$ cat src/rtl/apu_reg_writer.sv
// CPU-side write buffer for the APU $4000-$4017 register window: queues byte
// writes and commits them one at a time with a programmable minimum spacing.
module apu_reg_writer #(
    parameter int FIFO_DEPTH = 4,
    parameter int WRITE_GAP  = 1
) (
    input  logic         iClk,
    input  logic         iReset,
    input  logic [4:0]   iAddr,
    input  logic [7:0]   iData,
    input  logic         iValid,
    output logic         oReady,
    output logic [191:0] oRegisters,
    output logic [23:0]  oW,
    output logic         oBusy,
    output logic [7:0]   oDropCount
);
    localparam int AW = $clog2(FIFO_DEPTH);
    localparam int PW = AW + 1;
    localparam int GW = (WRITE_GAP > 1) ? $clog2(WRITE_GAP) : 1;
    localparam logic [GW-1:0] GAP_LOAD = GW'(WRITE_GAP - 1);

    logic [4:0]    fifo_addr [FIFO_DEPTH];
    logic [7:0]    fifo_data [FIFO_DEPTH];
    logic [PW-1:0] wr_ptr;
    logic [PW-1:0] rd_ptr;
    logic [PW-1:0] wr_ptr_nxt;
    logic [PW-1:0] rd_ptr_nxt;
    logic [GW-1:0] gap_cnt;
    logic          empty;
    logic          full_nxt;
    logic          push;
    logic          pop;
    logic [4:0]    head_addr;
    logic [7:0]    head_data;

    function automatic logic is_mapped(input logic [4:0] a);
        case (a)
            5'h09, 5'h0D, 5'h14, 5'h16: is_mapped = 1'b0;
            default:                    is_mapped = (a <= 5'h17);
        endcase
    endfunction

    function automatic logic [7:0] sat_inc(input logic [7:0] v);
        sat_inc = (v == 8'hFF) ? v : v + 8'd1;
    endfunction

    assign empty      = (wr_ptr == rd_ptr);
    assign push       = iValid && oReady;
    assign pop        = !empty && (gap_cnt == '0);
    assign wr_ptr_nxt = wr_ptr + PW'(push);
    assign rd_ptr_nxt = rd_ptr + PW'(pop);
    // Extra pointer bit separates full (MSBs differ) from empty (MSBs equal).
    assign full_nxt   = (wr_ptr_nxt[AW] != rd_ptr_nxt[AW]) &&
                        (wr_ptr_nxt[AW-1:0] == rd_ptr_nxt[AW-1:0]);
    assign head_addr  = fifo_addr[rd_ptr[AW-1:0]];
    assign head_data  = fifo_data[rd_ptr[AW-1:0]];
    assign oBusy      = !empty || (gap_cnt != '0);

    always_ff @(posedge iClk) begin
        if (push) begin
            fifo_addr[wr_ptr[AW-1:0]] <= iAddr;
            fifo_data[wr_ptr[AW-1:0]] <= iData;
        end
    end

    always_ff @(posedge iClk) begin
        if (iReset) begin
            wr_ptr     <= '0;
            rd_ptr     <= '0;
            gap_cnt    <= '0;
            oReady     <= 1'b1;
            oW         <= '0;
            oDropCount <= '0;
            oRegisters <= '0;
        end else begin
            wr_ptr <= wr_ptr_nxt;
            rd_ptr <= rd_ptr_nxt;
            oReady <= !full_nxt;
            oW     <= '0;
            if (pop) begin
                gap_cnt <= GAP_LOAD;
                if (is_mapped(head_addr)) begin
                    for (int k = 0; k < 24; k++) begin
                        if (head_addr == 5'(k)) begin
                            oRegisters[8*k +: 8] <= head_data;
                            oW[k]                <= 1'b1;
                        end
                    end
                end else begin
                    oDropCount <= sat_inc(oDropCount);
                end
            end else if (gap_cnt != '0) begin
                gap_cnt <= gap_cnt - GW'(1);
            end
        end
    end
endmodule

$ cat config.mk
export PLATFORM = sky130hd
export DESIGN_NAME = apu_reg_writer
export DESIGN_NICKNAME = d
export VERILOG_FILES = /design/src/rtl/apu_reg_writer.sv
export SDC_FILE = /design/constraint.sdc
export NUM_CORES = 1
export LEC_CHECK = 0
export CAP_MARGIN = 0
export CORE_UTILIZATION = 45
export CTS_CLUSTER_DIAMETER = 100
export DETAILED_ROUTE_END_ITERATION = 6
export HOLD_SLACK_MARGIN = 0.08
export PLACE_DENSITY_LB_ADDON = 0.05
export SETUP_SLACK_MARGIN = 0.3
export SLEW_MARGIN = 10
export SYNTH_ARGS = -nofsm -noshare
export SYNTH_HDL_FRONTEND = slang
export SYNTH_SLANG_ARGS = --single-unit
$ cat constraint.sdc
create_clock -name iClk -period 2.7 [get_ports iClk]
set_clock_uncertainty 0.1 [all_clocks]
set_input_delay 0.54 -clock iClk [delete_from_list [all_inputs] [get_ports iClk]]
set_output_delay 0.54 -clock iClk [all_outputs]
set_load 0.02 [all_outputs]
* Word-level counts from Yosys, hierarchy flattened *
Memory sizes are Yosys's and may differ from the RTL's. A register that Yosys moved wholly into a read port is not among the register bits.
Cells that the tools add are included.
W data, S select, Z words.

word-level totals
  memories kept = 2
  output and inout bits = 226
  input bits = 16
  bits in writable memories = 52
  bits in registers = 232
  word-level logic and storage cells = 134

operators by class
  $lt $le $gt $ge = 1
  add/sub/neg operators = 4
  bitwise operators = 4
  reductions and logical operators = 35
  mux-type cells = 31
  equal/unequal tests = 27

memories
  memory     depth  width  read ports  clocked after memory_dff  wr ports  line  RTL
  fifo_data  4      8      1           1                         1         24    logic [7:0] fifo_data [FIFO_DEPTH];
  fifo_addr  4      5      1           1                         1         23    logic [4:0] fifo_addr [FIFO_DEPTH];

operators with widths
  cell                   number
  $reduce_and A3 Y1      25
  $eq A5 B4 Y1 const B   8
  $eq A5 B5 Y1 const B   8
  $mux W1                29
  $eq A5 B3 Y1 const B   4
  $eq A5 B2 Y1 const B   2
  $add A8 B1 Y8 const B  1
  $eq A8 B8 Y1 const B   1
  $add A3 B1 Y3          2
  $reduce_or A3 Y1       2
  $eq A5 B1 Y1 const B   1
  $le A5 B5 Y1 const B   1
  $logic_not A5 Y1       1
  $mux W2                2
  $not A1 Y1             4
  $reduce_or A4 Y1       1
  $eq A3 B3 Y1           1
  $logic_and A1 B1 Y1    3
  $eq A2 B2 Y1           1
  $logic_not A1 Y1       2
  $logic_or A1 B1 Y1     1
  $ne A1 B1 Y1           1
  $sub A1 B1 Y1 const B  1

* Logic depth before layout (Yosys ltp) *
  depth in word-level cells = 7
  mapped depth = 9

* Worst setup path after synthesis *
No wires, ideal clock.

  path type = flip-flop to flip-flop
  from = register rd_ptr[0]
  to = register oRegisters[32]
  period minus slack after synthesis = 2.600 ns
  data arrival time = 2.373 ns
  cell stages (with the launch flop) = 9
  required time = 2.472 ns
  path slack = 0.100 ns
  cell sequence = dfxtp_1 buf_6 mux4_2 a311o_4 buf_6 or3_1 buf_2 mux2i_1 nor2_1

on the way
  word-level cells in the longest chain between the ends = 4

ends and longest elaborated chain
  element                         line  RTL
  start: declaration              26    logic [PW-1:0] rd_ptr;
  start signal: assignment        78    rd_ptr <= rd_ptr_nxt;
  $eq A3 B3 Y1                    48    assign empty = (wr_ptr == rd_ptr);
  $logic_not A1 Y1                50    assign pop = !empty && (gap_cnt == '0);
  $logic_and A1 B1 Y1             50
  $reduce_and A3 Y1 (no line)     n/a
  end signal: indexed assignment  86    oRegisters[8*k +: 8] <= head_data;
  end: declaration                13    output logic [191:0] oRegisters,

No other way between the ends.
A chain may end at the register's enable or synchronous reset.

* Final worst setup path *
  from = register rd_ptr[0]
  to = register oRegisters[156]

The elaborated chain is that of the path after synthesis.

==> flow_summary.json <==
{
  "rows": 54,
  "maxCapViolCount": 0,
  "hold_path_class": "reg2reg",
  "setup_violations": 0,
  "rsz0062_at_grt": "true",
  "final_cell_mix": "clkdlybuf4s50_1, dfxtp_1, nor2_1, mux2i_1, edfxtp_1",
  "grt_pass1_wl_um": 40000,
  "synth-seq-area-share_pct": 60.6,
  "syn_area_um2": 10200,
  "synth_edf_count": 52,
  "worstRegToRegCells": 8,
  "grt_start_max_net_pins": 110,
  "power.density_nw_per_um2": 689,
  "fmax_mhz": 400,
  "overflow": 0,
  "ys_seq_elements": 284,
  "place_inst": 1362,
  "diodes": 0,
  "required_ns": 3.02,
  "die_y_um": 153,
  "numCtsBuffers": 29,
  "setup.worst_path.start_class": "register",
  "arrival_ns": 2.82,
  "tightest_slew_ns": 0.801,
  "clkSinkCount": 284,
  "final_cells": 1435,
  "rr_endpoint": "oRegisters[156]",
  "root_buffer": "clkbuf_16",
  "final_hold_viol_count": 0,
  "cts_buffer_depth": 3,
  "place_congestion": 0.756,
  "antenna_found_initial": 0,
  "synthArstFlopShare_pct": 0,
  "grt_pass1_vias": 6863,
  "dp_slack_ns": 0.0292,
  "min_period_ns": 2.50,
  "path_max_fanout": 7,
  "avgSynthCellArea_um2": 12.0,
  "drv_slew": 0,
  "htreeDepth": 1,
  "irDropWorstVdd_v": 0.000463,
  "critPathKind": "reg2reg",
  "rrSetupSlack_ns": 0.20,
  "setup_ws_ns": 0.203,
  "dp_hpwl_um": 16700,
  "die_x_um": 153,
  "synth_cells": 854,
  "drive_gt1_share_pct": 15.7,
  "core_area_um2": 22100,
  "end_kind": "register",
  "synthDistinctLibCells": 45,
  "finalSetupTns_ns": 0,
  "syn_to_final_growth_pct": 42.7,
  "crit_end": "oRegisters[156]",
  "initial_core_util_pct": 46.4,
  "timing.rr.start": "rd_ptr[0]",
  "crit_start": "rd_ptr[0]",
  "drt_pre_antenna_iters": 7,
  "leakage_nw": 5.54,
  "detail_route.iter0.violations": 315,
  "cts_tree": "yes",
  "clock_latency_ns": 0.53,
  "min_period_over_period_pct": 92.5,
  "die_area_um2": 23400,
  "portBuffers": 241,
  "wire_per_inst_um": 17.9,
  "pin_count": 242,
  "grt_usage_pct": 21.8,
  "drc_errors": 0,
  "cts.clk_slew.worst_paths_ns": 0.06,
  "final_common_cell": "clkdlybuf4s50_1",
  "drt-total-wl_um": 25700,
  "fill_cells": 1731,
  "ys_warn_count": 0,
  "antenna_left": 0,
  "slew_headroom_pct": 46.6,
  "status": "complete, no violations",
  "via_per_inst": 4.96,
  "vias": 7122,
  "nNetsFinal": 1158,
  "hold_buffers": 0,
  "ys.flop_type": "dfxtp_1"
}
-- layer usage --
| layer | vias to the layer above | wire length [um] | global-route usage, % |
|---|---|---|---|
| met4 | 0 | 385 | 5.48 |
| met1 | 3396 | 11900 | 29.7 |
| met5 | - | 0 | 0 |
| met2 | 207 | 11600 | 34.3 |
| li1 | 3488 | - | - |
| met3 | 31 | 1800 | 5.90 |
-- worst max-delay path, stage by stage, from the launching register on --
cell and delay [ns]:
dfxtp_4 0.41, mux4_2 0.53, a311o_4 0.37, buf_6 0.14, nor4_4 0.28, buf_4 0.17, buf_6 0.13, mux2i_1 0.18
nor2_1 0.05
-- kinds of logic (layout without fill, tap and decap cells) --
kind of cell	count (synthesis)	in the layout	synth area share (%)
fa+ha+maj	5	5	0.611
mux	181	181	19.4
compound gates	12	12	0.977
xor+xnor	11	11	0.940
buf+inv	66	363	2.82
other cells	1	5	0.0366
flops	284	284	60.6
simple gates	294	294	14.7
-- synthesized netlist by cell type (all sizes together), types with 2 or more instances --
master,number,share of area (%)
and2,2,0.12
o32ai,2,0.17
edfxtp,52,15
clkbuf,44,1.6
ha,5,0.61
mux2i,161,16
a211oi,3,0.22
nor4,7,0.87
buf,18,1.1
nand3,7,0.34
nand4,5,0.31
inv,4,0.15
xor2,5,0.43
xnor2,6,0.51
nor2,174,6.4
nor2b,44,2.7
and3,4,0.24
and4,2,0.17
nand2,9,0.33
nor3,23,2.1
mux2,7,0.77
mux4,13,2.9
nand3b,2,0.15
nand2b,3,0.18
or3,7,0.43
dfxtp,232,45
-- stage by stage --
step / instance area [um2] / power [W] / hold slack, ns / util, %
finish: 14600 / 0.0101 / 0.365 / 66.2
global route: 14600 / 0.0105 / 0.379 / 66.2
CTS: 14500 / 0.0101 / 0.367 / 65.5
detailed placement: 13200 / 0.00595 / 0.355 / 59.8
global placement: 13200 / 0.00594 / 0.352 / 59.8
floorplan: 10400 / 0.00546 / 0.446 / -
-- timing repair --
action / in CTS / in global routing
cloned: 1 / 0
resized for setup: 43 / 20
pin swaps: 12 / 33
setup buffers: 16 / 7
endpoints found under the setup margin: 167 / 168
-- registers in the layout, summed over array words and instances (netlist names) --
name and count:
oRegisters 192, wr_ptr 3, fifo_data 32, gap_cnt 1
oReady 1, fifo_addr 20, oW 24, rd_ptr 3
oDropCount 8
-- layout make-up --
cell class | count | area, um2 | area share (%)
flip-flops and latches | 284 | 6210 | 42.5
multi-input cells | 508 | 3980 | 27.2
repair buffers | 310 | 3100 | 21.2
clock buffers | 36 | 802 | 5.49
well taps | 280 | 350 | 2.40
clock inverters | 13 | 155 | 1.06
inverters | 4 | 18.8 | 0.128
-- how the worst min path moves through the flow --
stage                          from  cells after the start  slack, ns         endpoint
detailed placement  oRegisters[166]                      1       0.35  oRegisters[166]
floorplan           oRegisters[104]                      1       0.45  oRegisters[104]
CTS                 oRegisters[162]                      1       0.37  oRegisters[162]
finish              oRegisters[104]                      1       0.36  oRegisters[104]
global placement    oRegisters[108]                      1       0.35  oRegisters[108]
global route         oRegisters[76]                      1       0.38   oRegisters[76]
-- where the power goes --
group          internal, W  switching (W)
clock network      0.00238        0.00161
logic             0.000644       0.000967
registers          0.00441      0.0000587
(Power assumes the default switching activity.)
